--- src/rtl/if_id_queue_pkg.sv ---
// Shared processor definitions used by the fetch/decode boundary queue:
// word width, default queue depth, the bubble value and the IF/ID entry type.
package if_id_queue_pkg;

  localparam int          WORD_W        = 32;
  localparam int          DEPTH_DEFAULT = 4;
  localparam logic [31:0] BUBBLE        = 32'd0;

  // One IF/ID pipeline-register entry: fetch PC (already PC+4) and instruction
  typedef struct packed {
    logic [WORD_W-1:0] pc;
    logic [WORD_W-1:0] instr;
  } if_id_t;

  // Replace an entry by a bubble when it is not valid
  function automatic if_id_t mask_entry(input logic vld, input if_id_t e);
    if_id_t r;
    r.pc    = vld ? e.pc    : BUBBLE;
    r.instr = vld ? e.instr : BUBBLE;
    return r;
  endfunction

endpackage

--- src/rtl/queue_storage.sv ---
// DEPTH x 64-bit register array: one synchronous write port, one asynchronous
// read port. Contents are never reset or cleared.
module queue_storage
  import if_id_queue_pkg::*;
#(
  parameter int DEPTH = DEPTH_DEFAULT
) (
  input  logic                     clk,
  input  logic                     wr_en,
  input  logic [$clog2(DEPTH)-1:0] wr_addr,
  input  if_id_t                   wr_data,
  input  logic [$clog2(DEPTH)-1:0] rd_addr,
  output if_id_t                   rd_data
);

  if_id_t mem [DEPTH];

  // Write the entry presented by the fetch stage into its slot
  always_ff @(posedge clk) begin
    if (wr_en) mem[wr_addr] <= wr_data;
  end

  assign rd_data = mem[rd_addr];

endmodule

--- src/rtl/if_id_queue.sv ---
// Show-ahead circular queue between fetch and decode. Holds DEPTH
// {PC, instruction} entries; the head entry is visible combinationally and a
// bubble is presented while the queue is empty. Flush (taken branch) clears
// only the control state; storage contents are left untouched.
module if_id_queue
  import if_id_queue_pkg::*;
#(
  parameter int DEPTH = DEPTH_DEFAULT
) (
  input  logic                       clk,
  input  logic                       reset,
  input  logic                       in_valid,
  input  logic [31:0]                in_pc,
  input  logic [31:0]                in_instr,
  output logic                       full,
  input  logic                       flush,
  input  logic                       pop,
  output logic                       out_valid,
  output logic [31:0]                out_pc,
  output logic [31:0]                out_instr,
  output logic [$clog2(DEPTH+1)-1:0] count
);

  localparam int AW = $clog2(DEPTH);
  localparam int CW = AW + 1;

  logic [AW-1:0] wr_ptr;
  logic [AW-1:0] rd_ptr;
  logic [CW-1:0] occ;
  logic          do_push;
  logic          do_pop;
  if_id_t        wr_entry;
  if_id_t        head;
  if_id_t        head_out;

  // Status flags come straight from the registered occupancy
  assign out_valid = (occ != '0);
  assign full      = (occ == CW'(DEPTH));
  assign count     = occ;

  // Flush suppresses both transfers; full blocks a push even when popping
  assign do_push = in_valid && !full && !flush;
  assign do_pop  = pop && out_valid && !flush;

  assign wr_entry.pc    = in_pc;
  assign wr_entry.instr = in_instr;

  queue_storage #(.DEPTH(DEPTH)) u_storage (
    .clk     (clk),
    .wr_en   (do_push),
    .wr_addr (wr_ptr),
    .wr_data (wr_entry),
    .rd_addr (rd_ptr),
    .rd_data (head)
  );

  assign head_out  = mask_entry(out_valid, head);
  assign out_pc    = head_out.pc;
  assign out_instr = head_out.instr;

  // Pointer and occupancy update; power-of-two DEPTH makes pointer wrap natural
  always_ff @(posedge clk or posedge reset) begin
    if (reset) begin
      wr_ptr <= '0;
      rd_ptr <= '0;
      occ    <= '0;
    end else if (flush) begin
      wr_ptr <= '0;
      rd_ptr <= '0;
      occ    <= '0;
    end else begin
      if (do_push) wr_ptr <= wr_ptr + 1'b1;
      if (do_pop)  rd_ptr <= rd_ptr + 1'b1;
      if (do_push && !do_pop)      occ <= occ + 1'b1;
      else if (do_pop && !do_push) occ <= occ - 1'b1;
    end
  end

endmodule
--- config.mk ---
export PLATFORM = sky130hd
export DESIGN_NAME = if_id_queue
export DESIGN_NICKNAME = d
export VERILOG_FILES = /design/src/rtl/if_id_queue_pkg.sv /design/src/rtl/queue_storage.sv /design/src/rtl/if_id_queue.sv
export SDC_FILE = /design/constraint.sdc
export NUM_CORES = 1
export LEC_CHECK = 0
export CORE_ASPECT_RATIO = 0.7
export CORE_MARGIN = 4
export CORE_UTILIZATION = 50
export DETAILED_ROUTE_END_ITERATION = 12
export PLACE_DENSITY_LB_ADDON = 0.15
export RECOVER_POWER = 50
export SLEW_MARGIN = 20
export SYNTH_ARGS = -nofsm -noshare
export SYNTH_HDL_FRONTEND = slang
export SYNTH_SLANG_ARGS = --single-unit
--- constraint.sdc ---
create_clock -name clk -period 3.7 [get_ports clk]
set_input_delay 0.555 -clock clk [delete_from_list [all_inputs] [get_ports clk]]
set_output_delay 0.555 -clock clk [all_outputs]
set_load 0.05 [all_outputs]
## Word-level counts from Yosys, hierarchy flattened

Memories as Yosys holds them, arrays and structs flattened.
Index checks and enable logic that the tools add are counted.

| word-level totals | value |
|---|---|
| RAM bits | 256 |
| logic and storage cells | 34 |
| flip-flop bits (word level) | 7 |
| output and inout bits | 69 |
| memories | 1 |
| bits of input ports | 69 |

| cells by class | value |
|---|---|
| reduce and logical (&&, ||, !) cells | 14 |
| mux-type cells | 11 |
| equality and inequality tests | 1 |
| add/subtract/negate cells | 4 |

Memory list:

| name | words | bits a word | rd ports | clocked after memory_dff | wr ports | RTL line | source |
|---|---|---|---|---|---|---|---|
| u_storage.mem | 4 | 64 | 1 | 0 | 1 | queue_storage.sv:16 | `if_id_t mem [DEPTH];` |

Operator list:

| kind | count |
|---|---|
| 32-bit two-way mux | 2 |
| 3-bit two-way mux | 3 |
| 2-bit two-way mux | 4 |
| 1-bit logical AND | 6 |
| 3-bit nonzero test | 2 |
| 2-bit by 1-bit adder with 2-bit output (second input constant) | 2 |
| 1-bit zero test | 4 |
| 2-bit nonzero test | 2 |
| 3-bit by 1-bit adder with 3-bit output (second input constant) | 1 |
| 3-bit equality test (second input constant) | 1 |
| 3-bit by 1-bit subtractor with 3-bit output (second input constant) | 1 |
| 1-bit two-way mux | 2 |

## Depth between registers and ports, before layout

Gate-level depths: netlist (run 1).

| logic depth | value |
|---|---|
| depth in word-level cells | 9 |
| gate-level depth with buffers | 10 |
| depth with buffers taken out | 9 |

## Cells and area by module

From an unflattened synthesis (run 1), not the netlist that was laid out.

| second synthesis, totals | value |
|---|---|
| cells, all modules | 466 |
| area total of the unflattened synthesis | 10311.1 um^2 |

By module, submodules not included:

| module | seq. area each (um^2) | instances | cells an instance | area each (um^2) |
|---|---|---|---|---|
| queue_storage | 7687.4 | 1 | 338 | 9341.5 |
| if_id_queue | 175.2 | 1 | 128 | 969.7 |

## Least setup slack after synthesis (run 1)

No wires, ideal clock.

| timing | value |
|---|---|
| path type | reg2reg |
| start point | register occ[0], in the netlist count[0] |
| end point | memory u_storage.mem[0][0] (netlist bit) (enable) |
| cell stages (with the launch flop) | 6 |
| arrival | 3234 ps |
| setup slack | -80 ps |
| buffers on the path | 1 |
| required time | 3154 ps |
| library setup time | 546 ps |
| clock period less this slack | 3780 ps |
| path through | dfrtp_1 > buf_2 > nor3b_1 > nand2b_1 > nor2_1 > and2_1 |

| on the way | value |
|---|---|
| word-level cells in the longest chain between the ends | 6 |

RTL lines:

| what | RTL line | source |
|---|---|---|
| start: declaration | if_id_queue.sv:29 | `logic [CW-1:0] occ;` |
| start signal: assignment | if_id_queue.sv:74 | `if (do_push && !do_pop) occ <= occ + 1'b1;` |
| start signal: assignment | if_id_queue.sv:75 | `else if (do_pop && !do_push) occ <= occ - 1'b1;` |
| 3-bit equality test | if_id_queue.sv:38 | `assign full = (occ == CW'(DEPTH));` |
| named net full | if_id_queue.sv:15 | `output logic full,` |
| 1-bit zero test | if_id_queue.sv:42 | `assign do_push = in_valid && !full && !flush;` |
| 1-bit logical AND (2 in a row) | if_id_queue.sv:42 |  |
| 1-bit two-way mux | queue_storage.sv:20 | `if (wr_en) mem[wr_addr] <= wr_data;` |
| 1-bit two-way mux (not written as such) | queue_storage.sv:20 |  |
| end: declaration | queue_storage.sv:16 |  |

The timed path passes the listed nets, and every way through them passes these cells.

## Worst setup path after layout (run 1)

| timing | value |
|---|---|
| start point | register rd_ptr[0] |
| end point | output port out_pc[27] |

| on the way | value |
|---|---|
| word-level cells in the longest chain between the ends | 2 |

RTL lines:

| what | RTL line | source |
|---|---|---|
| start: declaration | if_id_queue.sv:28 | `logic [AW-1:0] rd_ptr;` |
| start signal: assignment | if_id_queue.sv:73 | `if (do_pop) rd_ptr <= rd_ptr + 1'b1;` |
| memory read 4 x 64 bit | n/a |  |
| 32-bit two-way mux | if_id_queue_pkg.sv:18 | `r.pc = vld ? e.pc : BUBBLE;` |
| end: declaration | if_id_queue.sv:19 | `output logic [31:0] out_pc,` |

No other way between the ends.

==> impl_results.md, run 1 <==
* Status: completed
* Longest Clk Path Bufs at 3
* Final Cell Area at about 0.013 mm2
* Synth cell types at 28
* Worst endpoint required time at 3140 ps
* Reg-to-reg critical path endpoint: u_storage.mem[2][1]
* Worst Skew at between 15 and 20 ps
* Vias in the first global route at 5296
* # DRC at 0
* Post-synth ARST share at 0.02662
* Initial core utilization at 0.5121
* Io pins at 138
* N_diodes at 0
* Setup TNS at 0 ps
* Total congestion overflow at 0
* Critical path endpoint category: primary output
* Post-DR wirelength/cell at 21.33 um
* Post-CTS Setup Inserts at 0
* Final Max Slew Viols at 0
* Clock Latency Late Sink at 500 ps
* Max Clk Rate at 0.2903 GHz
* Antenna violations before repair at 0
* # rows at 43
* Reg2Reg Setup Slack at 610 ps
* Core area at 0.01991 mm2
* Max cap viols at 0
* CTS Root Cell: clkbuf_16
* Worst-path clk slew at 60 ps
* Post-Place Cell Area at 0.01192 mm2
* RSZ-0062 raised after global routing: no
* Relative slew margins at 0.04930
* Cells after Synth at 464
* Yosys reg bits at 263
* H-tree depth at 1
* Worst path bufs/invs at 2
* EDFF count, synth at between 200 and 300
* Placer Congestion at between 0.7 and 0.8
* CTS tree: done
* Antenna Nets Post-Route at 0
* Dpl hpwl at 11680 um
* Static Leak at 4.069 nW
* Final WL at 19300 um
* Register-to-Register Path Depth at 5
* Critical-path top delay cell: clkdlybuf4s50_1
* Final period utilization at 0.9309
* Crit path cell chain: buf_12 > mux4_2 > and2_1 > clkdlybuf4s50_1
* VDD IR max at 0.0005342 V
* Synth Cell Area at 0.01019 mm2
* First DRT Iteration DRCs at 366
* Final setup vio count at 0
* Clk sink count at 263
* CP max stage delay at 700 ps
* Final count of hold timing violations at 0
* Cells after DPL at 862
* Vias/cell at 5.399
* Die height at 127.5 um
* Vias after detailed routing at 4886
* First-pass GRT wire length at 30120 um
* All-layer global routing usage at 0.1725
* Worst-Margin Slew at 1426 ps
* P per Cell Area at 795.4 mW/mm2
* Non-filler cells, final at 905
* Area Growth Syn to Fin at 24.28%
* Critical path type: reg -> out
* Seq/Total Area, Yosys at 0.7713
* Post-synth top flop: edfxtp_1
* Min Tclk post-route at approximately 3400 ps
* Yosys warns at 0
* Hold Path Class: in -> async
* Hold_buf cts at 0
* Worst Path Max Fanout at 22
* Syn_nets at 538
* Most frequent cells in the layout: edfxtp_1, clkdlybuf4s50_1, and2_1
* First-pass DRT Iterations at 5
* Layout Nets at 693
* Most common cell after layout, fill and taps aside: edfxtp_1
* Die Area at 0.02277 mm2
* Largest net degree at the start of global routing at 69
* DIE WIDTH at 178.7 um
* I/O Buffers at about 140
* R2r startpoint: count[2]
* # resized after CTS at 0
* Crit path launch type: register
* Syn Area/Cell at 21.97 um2
* CP top delay family: buffers and inverters
* Crit path DAT at 2890 ps
* Share of cells above drive strength 1 at 0.1874
* Num CTS Buffers at 25
[layer usage]
metal,track usage,wire length (um)
met2,0.2724,9148
met1,0.2595,8744
met4,0.02887,247
met3,0.03401,1159
met5,0,0
[synth_stat cells (2+ instances only)]
cell,instances,area [um2]
dfrtp_1,7,175.2
clkbuf_1,8,30.03
xnor2_1,3,26.28
inv_1,6,22.52
nor3_1,2,10.01
xor2_1,4,35.03
edfxtp_1,256,7687
buf_6,6,67.56
buf_2,8,40.04
buf_4,2,15.01
nor2_1,8,30.03
ha_1,4,50.05
mux4_2,64,1441
and2_1,69,431.7
nor3b_1,2,15.01
nand2_1,3,11.26
[how the worst max path moves through the flow]
stage | slack [ps] | cells after the start | endpoint | from
6_report | 260 | 4 | out_pc[27] | rd_ptr[0]
5_1_grt | 80 | 4 | out_instr[5] | rd_ptr[0]
4_1_cts | 180 | 4 | out_instr[5] | rd_ptr[0]
3_5_place_dp | 640 | 8 | count[1] | in_valid
3_3_place_gp | 710 | 8 | count[1] | in_valid
2_1_floorplan | 240 | 5 | u_storage.mem[0][0] | count[0]
[area by class of cell]
type                    instances  area (um2)
well taps                     270       337.8
fillers                      1404        7238
multi-input cells             171        2161
repair buffers                152        1521
inverters                       6       22.52
flip-flops and latches        263        7868
clock inverters                 7       31.28
clock buffers                  36       726.9
[registers in the layout (all words and copies together) (netlist names)]
name / count
wr_ptr: 2
rd_ptr: 2
count: 3
u_storage.mem: 256
[per-stage QoR]
stage                     worst slack (ps)  power (mW)  hold slack, ps    util
final                                255.5       10.08           444.5  0.6364
after global routing                 84.44       10.53           462.3  0.6364
after CTS                            182.3       10.24           298.6  0.6369
after detailed placement             644.9       7.891           600.1  0.5988
after global placement               714.2       7.860           584.4  0.5988
after floorplan                      235.8       6.575           358.4       -
[where the power goes]
part / switching [mW] / internal, mW / total, mW
Clock: 0.978 / 1.35 / 2.33
Sequential: 0.121 / 3.49 / 3.61
Combinational: 2.56 / 1.58 / 4.14
[cell families (layout without fill, tap and decap cells)]
family | after synthesis | after routing | share of synthesized area
xor gates and xnor gates | 7 | 7 | 0.006015
AOI/OAI and AO/OA | 7 | 7 | 0.005155
muxes | 65 | 65 | 0.1424
adders and majority gates | 5 | 5 | 0.006874
DFF | 263 | 263 | 0.7713
buffers and inverters | 30 | 201 | 0.01718
and+or+nand+nor | 87 | 87 | 0.05106
Note: power is estimated with default switching activity, not from simulation.
==> inputs of run 2 (changes only) <==
- CORE_UTILIZATION: 50 -> 53
- GPL_TIMING_DRIVEN: default -> 0
- clock period: 3.7 -> 3.8 ns (I/O delays scaled with it)
==> impl_results.md, run 2 (synthesis results as in run 1) <==
* Critical-path top delay cell: clkdlybuf4s50_1 (unchanged)
* Die Area at 0.02155 mm2 (was 0.02277 mm2)
* Dpl hpwl at 11940 um (was 11680 um)
* First-pass DRT Iterations at 6 (was 5)
* Post-CTS Setup Inserts at 0 (unchanged)
* Layout Nets at 704 (was 693)
* H-tree depth at 1 (unchanged)
* DIE WIDTH at 173.8 um (was 178.7 um)
* Io pins at 138 (unchanged)
* Psw at 3.661 mW (was 3.656 mW)
* Die height at 124.0 um (was 127.5 um)
* Status: finished with violations (was completed)
* Worst endpoint required time at 3230 ps (was 3140 ps)
* RSZ-0062 raised after global routing: no (unchanged)
* Total Power at 10.12 mW (was 10.08 mW)
* Crit path DAT at 2830 ps (was 2890 ps)
* VDD IR max at 0.0005407 V (was 0.0005342 V)
* Antenna violations before repair at 3 (was 0)
* First DRT Iteration DRCs at 428 (was 366)
* CP max stage delay at 710 ps (was 700 ps)
* Antenna Nets Post-Route at 0 (unchanged)
* Violated checks: max-capacitance violations, max-slew violations
* Max cap viols at 3 (was 0)
* Min Tclk post-route at 3403 ps
* Vias after detailed routing at 4968 (was 4886)
* Critical path type: reg -> out (unchanged)
* Longest Clk Path Bufs at 3 (unchanged)
* Worst Hold Slack at 415.4 ps (was 444.5 ps)
* First-pass GRT wire length at 29580 um (was 30120 um)
* All-layer global routing usage at 0.1798 (was 0.1725)
* Vias/cell at 5.570 (was 5.399)
* Final Max Slew Viols at 81 (was 0)
* Initial core utilization at 0.5388 (was 0.5121)
* Pint at 6.460 mW (was 6.421 mW)
* Critical path endpoint category: primary output (unchanged)
* Num CTS Buffers at 25 (unchanged)
* Clock Latency Late Sink at 510 ps (was 500 ps)
* CTS tree: done (unchanged)
* Placer Congestion at 0.7223 (was 0.7266)
* # rows at 42 (was 43)
* # DRC at 0 (unchanged)
* Clk pwr share at 0.246 (was 0.231)
* I/O Buffers at 135 (was 137)
* P per Cell Area at 790.3 mW/mm2 (was 795.4 mW/mm2)
* Crit path launch type: register (unchanged)
* CTS Root Cell: clkbuf_16 (unchanged)
* Hold Path Class: in -> reg (was in -> async)
* Most common cell after layout, fill and taps aside: edfxtp_1 (unchanged)
* Switch share at 0.3618 (was 0.3628)
* Final count of hold timing violations at 0 (unchanged)
* Area Growth Syn to Fin at 25.64% (was 24.28%)
* Hold_buf cts at 0 (unchanged)
* Relative slew margins at -0.1249 (was 0.04930)
* Max Clk Rate at 0.2938 GHz
* Top reg by flops: u_storage.mem (unchanged)
* Worst-path clk slew at 60 ps (about the same)
* Max reg flops at 256 (unchanged)
* Static Leak at 4.158 nW (was 4.069 nW)
* Combinational share of power at 0.412 (was 0.410)
* Dpl ws at 699.9 ps (was 644.9 ps)
* Vias in the first global route at 5351 (was 5296)
* Crit path cell chain: buf_2 > or3_4 > buf_6 > clkbuf_1 > and2_1 > clkdlybuf4s50_1 (was buf_12 > mux4_2 > and2_1 > clkdlybuf4s50_1)
* Worst-Margin Slew at 1687 ps (was 1426 ps)
* Post-DR wirelength/cell at 21.50 um (was 21.33 um)
* Clk sink count at 263 (unchanged)
* Setup ws final at 396.8 ps (was 255.5 ps)
* Worst Path Max Fanout at 10 (was 22)
* Final setup vio count at 0 (unchanged)
* Largest net degree at the start of global routing at 41 (was 69)
* Total congestion overflow at 0 (unchanged)
* Core area at 0.01892 mm2 (was 0.01991 mm2)
* Final period utilization at 0.8956
* Worst Skew at 13.47 ps (was 17.39 ps)
* Seq pwr share at 0.342 (was 0.358)
* # resized after CTS at 0 (unchanged)
* Share of cells above drive strength 1 at 0.1988 (was 0.1874)
* Final WL at 19180 um (was 19300 um)
* Most frequent cells in the layout: edfxtp_1, clkdlybuf4s50_1, and2_1 (unchanged)
run 2: path summary, 6_finish.rpt:
kind / start / endpoint / slack [ps] / cells past startpoint
setup / recovery: count[0] / out_instr[7] / 400 / 6
hold / removal: flush / rd_ptr[0] / 420 / 2
setup reg to reg: count[2] / u_storage.mem[3][50] / 660 / 5
hold reg to reg: wr_ptr[1] / wr_ptr[1] / 610 / 2
max in group asynchronous: reset / count[0] / 3120 / 2
min in group asynchronous: reset / rd_ptr[1] / 450 / 2
run 2: cell type report:
class / instances / area (um2)
plain buffers: 24 / 152.6
inverters: 6 / 22.52
clock inverters: 18 / 177.7
fillers: 1241 / 6111
flip-flops and latches: 263 / 7863
repair buffers: 139 / 1461
well taps: 242 / 302.8
clock buffers: 28 / 666.9
multi-input cells: 171 / 2158
diodes: 1 / 2.502
run 2: worst max-delay path: cells and delay by family (launching register included):
kind / cells / cell delay, ps
buffers and inverters: 4 / 1270
AND/OR/NAND/NOR: 2 / 670
flip-flops: 1 / 370
run 2: per-layer routing:
| metal | vias up | global-route usage | wire (um) |
|---|---|---|---|
| li1 | 2207 | - | - |
| met1 | 2567 | 0.2438 | 8075 |
| met2 | 155 | 0.3056 | 9466 |
| met3 | 33 | 0.04430 | 1253 |
| met4 | 6 | 0.03609 | 353 |
| met5 | - | 0 | 33 |
run 2: power by group through the flow:
stage | registers, mW | clock network (mW) | logic, mW
after floorplan | 3.55 | 0 | 2.85
after global placement | 3.53 | 0 | 4.16
after detailed placement | 3.52 | 0 | 4.23
after CTS | 3.46 | 2.54 | 4.25
after global routing | 3.47 | 2.68 | 4.41
final | 3.46 | 2.49 | 4.17
run 2: stage by stage:
| step | instances | TNS, ps | utilization | cell area, um2 |
|---|---|---|---|---|
| floorplan | 464 | 0 | - | 10190 |
| detailed placement | 845 | 0 | 0.6326 | 11970 |
| global route | 891 | 0 | 0.6769 | 12800 |
| finish | 892 | 0 | 0.6770 | 12810 |
| CTS | 891 | 0 | 0.6772 | 12810 |
| global placement | 841 | -253440 | 0.6263 | 11850 |
==> inputs of run 3 (changes only) <==
- DONT_BUFFER_PORTS: default -> 1
- SLEW_MARGIN: 20 -> 15
- clock period: 3.8 -> 3 ns (I/O delays scaled with it)
==> impl_results.md, run 3 (synthesis results as in run 1) <==
* CTS tree: done (unchanged)
* Clk pwr share at 0.259 (was 0.246)
* Antenna Nets Post-Route at 0 (unchanged)
* Die Area at 0.02155 mm2 (unchanged)
* Seq pwr share at 0.382 (was 0.342)
* RSZ-0062 raised after global routing: yes (was no)
* Longest Clk Path Bufs at 3 (unchanged)
* Placer Congestion at 0.6884 (was 0.7223)
* Hold path startpoint: in_pc[23] (was flush)
* Io pins at 138 (unchanged)
* WHS Path Cells at 0 (was 2)
* VDD IR max at 0.0005114 V (was 0.0005407 V)
* Vias in the first global route at 4717 (was 5351)
* First-pass DRT Iterations at 5 (was 6)
* Worst endpoint required time at 3400 ps (was 3230 ps)
* R2r startpoint: count[2] (unchanged)
* Worst Skew at 9.142 ps (was 13.47 ps)
* First-pass GRT wire length at 27590 um (was 29580 um)
* Relative slew margins at 0.5543 (was -0.1249)
* Static Leak at 3.617 nW (was 4.158 nW)
* CTS Root Cell: clkbuf_16 (unchanged)
* Worst-path clk slew at 70 ps (was 60 ps)
* Most frequent cells in the layout: edfxtp_1, mux4_2, and2_1 (was edfxtp_1, clkdlybuf4s50_1, and2_1)
* Layout Nets at 573 (was 704)
* Top reg by flops: u_storage.mem (unchanged)
* # DRC at 0 (unchanged)
* # rows at 42 (unchanged)
* Area Growth Syn to Fin at 12.26% (was 25.64%)
* Register area at 0.007866 mm2 (was 0.007863 mm2)
* Initial core utilization at 0.5388 (unchanged)
* Reg2Reg Setup Slack at 80 ps (was 660 ps)
* Critical path endpoint category: register (was primary output)
* Dpl ws at -345.9 ps (was 699.9 ps)
* Post-DR wirelength/cell at 23.88 um (was 21.50 um)
* Max Clk Rate at 0.3424 GHz
* Fillers at 1366 (was 1241)
* Final setup vio count at 0 (unchanged)
* Final count of hold timing violations at 0 (unchanged)
* Hold Path Class: in -> reg (unchanged)
* Clock Latency Late Sink at 510 ps (about the same)
* Total congestion overflow at 0 (unchanged)
* Worst Path Max Fanout at 8 (was 10)
* Vias/cell at 5.867 (was 5.570)
* Core area at 0.01892 mm2 (unchanged)
* Largest net degree at the start of global routing at 35 (was 41)
* Crit path launch type: register (unchanged)
* Combinational share of power at 0.359 (was 0.412)
* Pint at 7.216 mW (was 6.460 mW)
* DIE WIDTH at 173.8 um (unchanged)
* Worst Hold Slack at 32.47 ps (was 415.4 ps)
* Critical path type: reg -> reg (was reg -> out)
* Final core utilization at 0.6049 (was 0.6770)
* Num CTS Buffers at 25 (unchanged)
* Switch share at 0.3794 (was 0.3618)
* H-tree depth at 1 (unchanged)
* Min Tclk post-route at 2921 ps
* Setup TNS at 0 ps (unchanged)
* Clk sink count at 263 (unchanged)
* P per Cell Area at 1016 mW/mm2 (was 790.3 mW/mm2)
* Setup ws final at 79.24 ps (was 396.8 ps)
* Total Power at 11.63 mW (was 10.12 mW)
* Antenna violations before repair at 0 (was 3)
* Register-to-Register Path Depth at 8 (was 5)
* All-layer global routing usage at 0.1680 (was 0.1798)
* Worst-case hold path end point: u_storage.mem[0][55] (was rd_ptr[0])
* Most common cell after layout, fill and taps aside: edfxtp_1 (unchanged)
* Die height at 124.0 um (unchanged)
* Reg-to-reg critical path endpoint: count[1] (was u_storage.mem[3][50])
* Status: completed (was finished with violations)
* Dpl hpwl at 11480 um (was 11940 um)
* Psw at 4.411 mW (was 3.661 mW)
* I/O Buffers at 0 (was 135)
* Crit path DAT at 3330 ps (was 2830 ps)
* N_diodes at 0 (was 1)
* Multi-input logic area at 0.002196 mm2 (was 0.002158 mm2)
* Final Max Slew Viols at 0 (was 81)
* Max reg flops at 256 (unchanged)
* Final period utilization at 0.9736
* Share of cells above drive strength 1 at 0.2733 (was 0.1988)
* Vias after detailed routing at 4447 (was 4968)
* Max cap viols at 0 (was 3)
* Final WL at 18100 um (was 19180 um)
* First DRT Iteration DRCs at 420 (was 428)
* Worst-Margin Slew at 668.5 ps (was 1687 ps)
-- run 3: per-layer routing --
layer | vias to the layer above | global-route usage | share of wire
met5 | - | 0 | 0
met4 | 0 | 0.03955 | 0.019
met3 | 28 | 0.07251 | 0.093
met2 | 142 | 0.2739 | 0.49
met1 | 2337 | 0.2133 | 0.40
li1 | 1940 | - | -
-- run 3: area by class of cell --
class | count | area share
timing repair buffer | 8 | 0.009840
tap | 242 | 0.02646
inverter | 6 | 0.001968
multi-input combinational | 171 | 0.1919
sequential | 263 | 0.6874
clock inverter | 9 | 0.008747
buffer | 24 | 0.01400
clock buffer | 35 | 0.05970
-- run 3: metrics by stage --
stage / std cells / area (um2)
floorplan: 464 / 10210
global placement: 706 / 10510
detailed placement: 710 / 10600
CTS: 757 / 11430
global route: 758 / 11440
finish: 758 / 11440
-- run 3: worst max-delay path by stage --
stage / startpoint / end / slack (ps)
2_1_floorplan: count[2] / count[1] / 20
3_3_place_gp: count[0] / u_storage.mem[3][58] / -480
3_5_place_dp: count[2] / count[1] / -350
4_1_cts: count[0] / count[1] / 10
5_1_grt: count[0] / out_instr[8] / -40
6_report: count[2] / count[1] / 80
-- run 3: power by group through the flow --
| stage | Combinational, mW | Sequential (mW) | Clock [mW] |
|---|---|---|---|
| after floorplan | 3.62 | 4.49 | 0 |
| after global placement | 4.15 | 4.51 | 0 |
| after detailed placement | 4.19 | 4.52 | 0 |
| after CTS | 4.23 | 4.44 | 3.09 |
| after global routing | 4.42 | 4.46 | 3.26 |
| final | 4.17 | 4.44 | 3.01 |
-- run 3: worst max-delay path, cell delays in order (launching register included) --
cell,delay (ps)
dfrtp_2,600
nor3b_4,610
nand2b_4,270
nor2_2,60
and2_1,180
fa_1,450
a311oi_1,290
o21ai_1,110
a221oi_1,260
-- run 3: timing repair --
item                                    4_1_cts  5_1_grt
gates resized for setup                       9        8
buffers inserted                              2        1
endpoints found under the setup margin       61       10
hold endpoints to repair                      7        0
pin swaps                                     2        4
hold buffers                                  1        0
gates cloned                                  0        0
